`src/rtl/controle_operacao_if.sv`:
```
// Button, operand and result signals between the calculator front panel and
// the control stage. The master drives the panel side; the control stage is the slave.
interface controle_operacao_if;
  logic       botao_liga;
  logic       botao1;
  logic       botao2;
  logic       botao3;
  logic [6:0] numero0;
  logic [6:0] numero1;
  logic [2:0] EA;
  logic [6:0] num0;
  logic [6:0] num1;
  logic       atualiza;

  modport master (
    output botao_liga, botao1, botao2, botao3, numero0, numero1,
    input  EA, num0, num1, atualiza
  );

  modport slave (
    input  botao_liga, botao1, botao2, botao3, numero0, numero1,
    output EA, num0, num1, atualiza
  );
endinterface

```
`src/rtl/controle_operacao.sv`:
```
// Calculator control stage: synchronizes and debounces four active-low buttons,
// runs the operation FSM that drives EA, and latches saturated operands.
module controle_operacao #(
  parameter  int DEBOUNCE_CYCLES = 500000,
  localparam int CNT_W           = $clog2(DEBOUNCE_CYCLES + 1)
) (
  input  logic                clk,
  input  logic                rst_n,
  controle_operacao_if.slave  bus
);

  typedef enum logic [2:0] {
    ST_OFF  = 3'd0,
    ST_ON   = 3'd1,
    ST_SOMA = 3'd2,
    ST_SUB  = 3'd3,
    ST_MULT = 3'd4
  } state_t;

  typedef logic [CNT_W-1:0] cnt_t;

  localparam cnt_t CNT_MAX = cnt_t'(DEBOUNCE_CYCLES - 1);

  // Button index: 0 = liga, 1 = soma, 2 = sub, 3 = mult.
  logic [3:0] btn_raw;
  logic [3:0] sync1_q, sync1_d;
  logic [3:0] sync2_q, sync2_d;
  logic [3:0] deb_q, deb_d;
  logic [3:0] evt_q, evt_d;
  cnt_t       cnt_q [4];
  cnt_t       cnt_d [4];

  state_t     state_q, state_d;
  logic [6:0] num0_q, num0_d;
  logic [6:0] num1_q, num1_d;
  logic       atualiza_q, atualiza_d;

  function automatic logic [6:0] sat99(input logic [6:0] v);
    return (v > 7'd99) ? 7'd99 : v;
  endfunction

  assign btn_raw = {bus.botao3, bus.botao2, bus.botao1, bus.botao_liga};

  always_comb begin
    sync1_d = btn_raw;
    sync2_d = sync1_q;
    deb_d   = deb_q;
    evt_d   = '0;
    for (int i = 0; i < 4; i++) begin
      cnt_d[i] = cnt_q[i];
      if (sync2_q[i] == deb_q[i]) begin
        cnt_d[i] = '0;
      end else if (cnt_q[i] == CNT_MAX) begin
        deb_d[i] = sync2_q[i];
        cnt_d[i] = '0;
        evt_d[i] = ~sync2_q[i];
      end else begin
        cnt_d[i] = cnt_q[i] + cnt_t'(1);
      end
    end
  end

  // Liga outranks every operation button; operation buttons only act while powered.
  always_comb begin
    state_d    = state_q;
    num0_d     = num0_q;
    num1_d     = num1_q;
    atualiza_d = 1'b0;
    if (evt_q[0]) begin
      atualiza_d = 1'b1;
      if (state_q == ST_OFF) begin
        state_d = ST_ON;
        num0_d  = '0;
        num1_d  = '0;
      end else begin
        state_d = ST_OFF;
      end
    end else if (state_q != ST_OFF && evt_q[3:1] != 3'b000) begin
      atualiza_d = 1'b1;
      num0_d     = sat99(bus.numero0);
      num1_d     = sat99(bus.numero1);
      if (evt_q[1])      state_d = ST_SOMA;
      else if (evt_q[2]) state_d = ST_SUB;
      else               state_d = ST_MULT;
    end
  end

  always_ff @(posedge clk or negedge rst_n) begin
    if (!rst_n) begin
      sync1_q    <= 4'hF;
      sync2_q    <= 4'hF;
      deb_q      <= 4'hF;
      evt_q      <= '0;
      for (int i = 0; i < 4; i++) cnt_q[i] <= '0;
      state_q    <= ST_OFF;
      num0_q     <= '0;
      num1_q     <= '0;
      atualiza_q <= 1'b0;
    end else begin
      sync1_q    <= sync1_d;
      sync2_q    <= sync2_d;
      deb_q      <= deb_d;
      evt_q      <= evt_d;
      for (int i = 0; i < 4; i++) cnt_q[i] <= cnt_d[i];
      state_q    <= state_d;
      num0_q     <= num0_d;
      num1_q     <= num1_d;
      atualiza_q <= atualiza_d;
    end
  end

  assign bus.EA       = state_q;
  assign bus.num0     = num0_q;
  assign bus.num1     = num1_q;
  assign bus.atualiza = atualiza_q;

endmodule

```
`src/flat_wrapper.sv`:
```
// flat-port wrapper written by rule: the top's interface ports become plain ports
module controle_operacao_flat 
#(
  parameter  int DEBOUNCE_CYCLES = 500000,
  localparam int CNT_W           = $clog2(DEBOUNCE_CYCLES + 1)
)
  (clk, rst_n, bus_botao_liga, bus_botao1, bus_botao2, bus_botao3, bus_numero0, bus_numero1, bus_EA, bus_num0, bus_num1, bus_atualiza);
  controle_operacao_if bus_i ();
  input  logic clk;
  input  logic rst_n;
  input wire logic [$bits(bus_i.botao_liga)-1:0] bus_botao_liga;
  input wire logic [$bits(bus_i.botao1)-1:0] bus_botao1;
  input wire logic [$bits(bus_i.botao2)-1:0] bus_botao2;
  input wire logic [$bits(bus_i.botao3)-1:0] bus_botao3;
  input wire logic [$bits(bus_i.numero0)-1:0] bus_numero0;
  input wire logic [$bits(bus_i.numero1)-1:0] bus_numero1;
  output wire logic [$bits(bus_i.EA)-1:0] bus_EA;
  output wire logic [$bits(bus_i.num0)-1:0] bus_num0;
  output wire logic [$bits(bus_i.num1)-1:0] bus_num1;
  output wire logic [$bits(bus_i.atualiza)-1:0] bus_atualiza;
  assign bus_i.botao_liga = bus_botao_liga;
  assign bus_i.botao1 = bus_botao1;
  assign bus_i.botao2 = bus_botao2;
  assign bus_i.botao3 = bus_botao3;
  assign bus_i.numero0 = bus_numero0;
  assign bus_i.numero1 = bus_numero1;
  assign bus_EA = bus_i.EA;
  assign bus_num0 = bus_i.num0;
  assign bus_num1 = bus_i.num1;
  assign bus_atualiza = bus_i.atualiza;
  controle_operacao #(.DEBOUNCE_CYCLES(DEBOUNCE_CYCLES)) u_core (.clk(clk), .rst_n(rst_n), .bus(bus_i));
endmodule
```
`config.mk`:
```
export PLATFORM = sky130hd
export DESIGN_NAME = controle_operacao_flat
export DESIGN_NICKNAME = d
export VERILOG_FILES = /design/src/rtl/controle_operacao_if.sv /design/src/rtl/controle_operacao.sv /design/src/flat_wrapper.sv
export SDC_FILE = /design/constraint.sdc
export NUM_CORES = 1
export LEC_CHECK = 0
export ABC_AREA = 1
export CAP_MARGIN = 20
export CORE_UTILIZATION = 35
export CTS_BUF_LIST = sky130_fd_sc_hd__clkbuf_4
export CTS_CLUSTER_SIZE = 28
export DETAILED_ROUTE_END_ITERATION = 8
export PLACE_DENSITY = 0.5
export SLEW_MARGIN = 20
export SYNTH_ARGS = -nofsm -noshare
export SYNTH_HDL_FRONTEND = slang
export SYNTH_SLANG_ARGS = --single-unit
```
`constraint.sdc`:
```
create_clock -name clk -period 1.8 [get_ports clk]
set_input_delay 0.36 -clock clk [delete_from_list [all_inputs] [get_ports clk]]
set_output_delay 0.36 -clock clk [all_outputs]
set_load 0.02 [all_outputs]
```
==> summary by stage <==
Outcome
The run finished with clean final reports.

Floorplanning
38 I/O pins were placed. In this run the standard cell core region covers roughly 0.016 mm2. The die is 130 um tall.

The floorplan has 46 rows. The die is 130 um wide. The die covers ~0.017 mm2. The starting utilization of the core area is between 30% and 40%.

Setup path
The critical path data arrival time is ~2.0 ns. The critical path class is reg -> reg. The largest fanout on the critical path is 9. The sort of element at the end of the critical path is a flop. The length in cells of the worst reg-to-reg path is 10.

The worst path required time is ~2.2 ns. The worst setup path is launched from a flop.

Yosys
The cell area that synthesis handed to floorplanning was 0.00578 mm2. The post-synthesis average cell area is approximately 7.5 um2. For this run, the number of Yosys warnings is 0. Sequential elements use 47.9% of the synthesized area.

The number of synthesized flops with an enable pin is 0. The area share of xor/xnor cells in the synthesized design is 6.19%. The combinational family with the most area after synthesis is simple AND/OR/NAND/NOR gates. The gate count of the mapped netlist is 770. The number of different library cells in the post-synthesis netlist is 32. The adder and majority cell fraction of the synthesized area is 0.866%. The most instantiated flip-flop cell in the synthesis netlist is sky130_fd_sc_hd__dfrtp_1. Summing the areas of all compound-gate instances in the mapped netlist gives about 2% of the synthesized area. For this run, asynchronously set or reset flops after synthesis account for 100%. The flop and latch count out of synthesis is 110. Summing the areas of all and, or, nand and nor instances in the mapped netlist gives 36.3% of the synthesized area. The post-synthesis net count is a little under 800. The post-synthesis mux area share is 0%.

Detailed routing
Detailed routing inserted a total of 4816 vias. In the routed design, unresolved DRC markers number 0. For this block, the initial DRC count from the detailed router was 281. The number of nets with antenna violations after routing is 0. The final wirelength is 13000 um. The ratio of routed vias to standard cells is 4.62. The detailed-router iteration count before antenna repair is 5.

After detailed routing, the average wire length per cell comes to ~12 um.

Pwr
For this design the ratio of total power to cell area is around 600 mW/mm2. The worst-case IR drop observed on VDD is 321 uV. Summed over all cells, the static leakage comes to 0.00282 uW.

STA
Timing would allow up to about 620 MHz. The final total negative setup slack is 0 ns. On the final layout, the worst clock skew is ~0.023 ns. The worst setup slack after layout is 0.196 ns. Hold timing on the final database bottoms out at a slack of 0.272 ns.

Subtracting the final worst setup slack from the clock period gives roughly 1.6 ns. The share of the clock period used by the worst path is 89.1%. Setup repair after global routing left no endpoint under its margin. At the pin with the least slew margin, the transition time is 0.832 ns. The relative slew slack is 44.2%. Setup violations remaining at the end of the flow were counted as 0.

The final hold violation count is 0. The number of max-slew violations in the final report came to 0.

Min path
The worst hold path depth is 1. The path class of the tightest hold or removal check is in -> reg.

Layout
The area growth from synthesis to final layout is 13.9%. The footprint of the flip-flops and latches is 0.00277 mm2. For this run, the share of the core covered by cells in the final layout is between 40% and 50%.

After the last flow step, the layout net total stands at 844. The multi-input logic area is 0.00263 mm2. Cells with a size suffix above 1 make up 7.76% of the layout. After filler insertion, the fill cell instance count of the layout stands at 1693. Leaving out fill and tap cells, the most frequent cells in the layout are sky130_fd_sc_hd__nor2_1 (182), sky130_fd_sc_hd__nand2_1 (176), sky130_fd_sc_hd__dfrtp_1 (98). The most frequent standard cell in the layout excluding fill and tap cells is sky130_fd_sc_hd__nor2_1.

GRT
The number of antenna violations at the first check in global routing is 1. Entering global routing, the biggest net connects 43 pins. Global routing used between 15 and 20% of the available tracks across all layers. The via count of the first global-routing pass is 4647. The first global-routing pass estimated 22400 um of wire. The final global-route overflow total is 0.

Clock tree
Clock latency on the worst-skew pair, taken at its later pin, is 0.48 ns. After clock tree synthesis, the clock-pin slew on the worst setup and hold paths is 0.17 ns. The number of H-tree levels is 3.

The number of CTS-inserted buffers is 9. The clock drives 110 sinks. The number of buffers on the longest clock path is 2. The TritonCTS clock tree is yes. The root buffer cell chosen for the clock tree is sky130_fd_sc_hd__clkbuf_4.

Place
The HPWL after detailed placement is 9790 um. The congestion estimate from routability-driven global placement came to 0.860. The minimum setup slack after placement is 0.117 ns. Port buffering added 37 buffers.

Job
The tool flagged a number of max-cap violations equal to 0.
[metrics by stage]
step / power, uW / instance area (um2) / cells
5_1_grt: 4090 / 6580 / 1042
6_report: 3880 / 6580 / 1042
2_1_floorplan: 2650 / 5780 / 770
4_1_cts: 3990 / 6570 / 1041
3_3_place_gp: 2780 / 6460 / 1024
3_5_place_dp: 2790 / 6460 / 1024
[worst paths after layout]
| check | from | end | slack (ns) |
|---|---|---|---|
| max | u_core.cnt_q[0] | u_core.cnt_q[18] | 0.20 |
| min | bus_botao2 | u_core.sync1_q[2] | 0.27 |
| max reg2reg | u_core.cnt_q[0] | u_core.cnt_q[18] | 0.20 |
| min reg2reg | u_core.sync1_q[0] | u_core.sync2_q[0] | 0.37 |
| max in group asynchronous | rst_n | u_core.deb_q[3] | 0.81 |
| min in group asynchronous | rst_n | u_core.bus.num1[4] | 0.35 |
[worst max-delay path, cell delays in order (launching register included)]
cell	delay (ns)
sky130_fd_sc_hd__dfrtp_1	0.43
sky130_fd_sc_hd__ha_1	0.20
sky130_fd_sc_hd__nand2_1	0.11
sky130_fd_sc_hd__nor2_4	0.20
sky130_fd_sc_hd__inv_2	0.06
sky130_fd_sc_hd__nor2_2	0.07
sky130_fd_sc_hd__nand2_1	0.12
sky130_fd_sc_hd__nand2_4	0.15
sky130_fd_sc_hd__inv_2	0.05
sky130_fd_sc_hd__nand2_1	0.07
sky130_fd_sc_hd__nor2_2	0.03
[Yosys cell counts (all sizes together) (2+ instances only)]
cell / instances / area [um2]
nand2: 180 / 693
ha: 4 / 50.1
dfrtp: 98 / 2450
a21oi: 6 / 33.8
xor2: 33 / 289
nand4: 14 / 87.6
buf: 3 / 17.5
nand3: 78 / 395
nor3: 18 / 95.1
inv: 96 / 360
xnor2: 7 / 68.8
a211oi: 2 / 15.0
dfstp: 12 / 315
nor2: 194 / 766
nor3b: 2 / 15.0
o21ai: 12 / 60.1
and2: 4 / 25.0
clkbuf: 3 / 11.3
[power breakdown]
group / leakage, uW / total (uW) / switching, uW / internal (uW)
logic: 0.00135 / 204 / 123 / 80.9
registers: 0.00141 / 2530 / 23.4 / 2510
clock network: 0.0000649 / 1140 / 821 / 318
total: 0.00282 / 3880 / 967 / 2910
[repair_timing]
action,in CTS,in global routing
hold endpoints to repair,28,0
setup endpoints to repair,18,15
resized for setup,18,4
buffers inserted,0,0
hold buffers,1,0
[logic make-up (layout without fill, tap and decap cells)]
family | count (synthesis) | in the layout
AOI/OAI and AO/OA | 21 | 21
xor gates and xnor gates | 40 | 40
adders and majority gates | 4 | 4
buffers and inverters | 102 | 157
DFF | 110 | 110
other | 0 | 1
and+or+nand+nor | 493 | 493
[routing by layer]
layer / track usage (%) / vias up / share of wire, % / routed length (um)
met5: 0 / - / 0 / 0
met4: 5.48 / 0 / 1.2 / 157
met3: 3.05 / 12 / 2.1 / 271
met2: 27.8 / 60 / 48 / 6150
met1: 22.4 / 2252 / 49 / 6370
li1: - / 2492 / - / -
[sequential cells by signal, summed over array words and instances (netlist names)]
name,cells
u_core.bus.atualiza,1
u_core.sync2_q,4
u_core.bus.num1,7
u_core.sync1_q,4
u_core.cnt_q,76
u_core.bus.num0,7
u_core.evt_q,4
u_core.deb_q,4
u_core.bus.EA,3
[area by class of cell]
| class | count | area share [%] |
|---|---|---|
| diodes | 1 | 0.0380 |
| multi-input cells | 558 | 40.0 |
| repair buffers | 45 | 6.58 |
| flip-flops and latches | 110 | 42.1 |
| well taps | 216 | 4.11 |
| inverters | 96 | 5.48 |
| clock buffers | 11 | 1.25 |
| clock inverters | 5 | 0.513 |
Power figures use the tool's default switching activity.
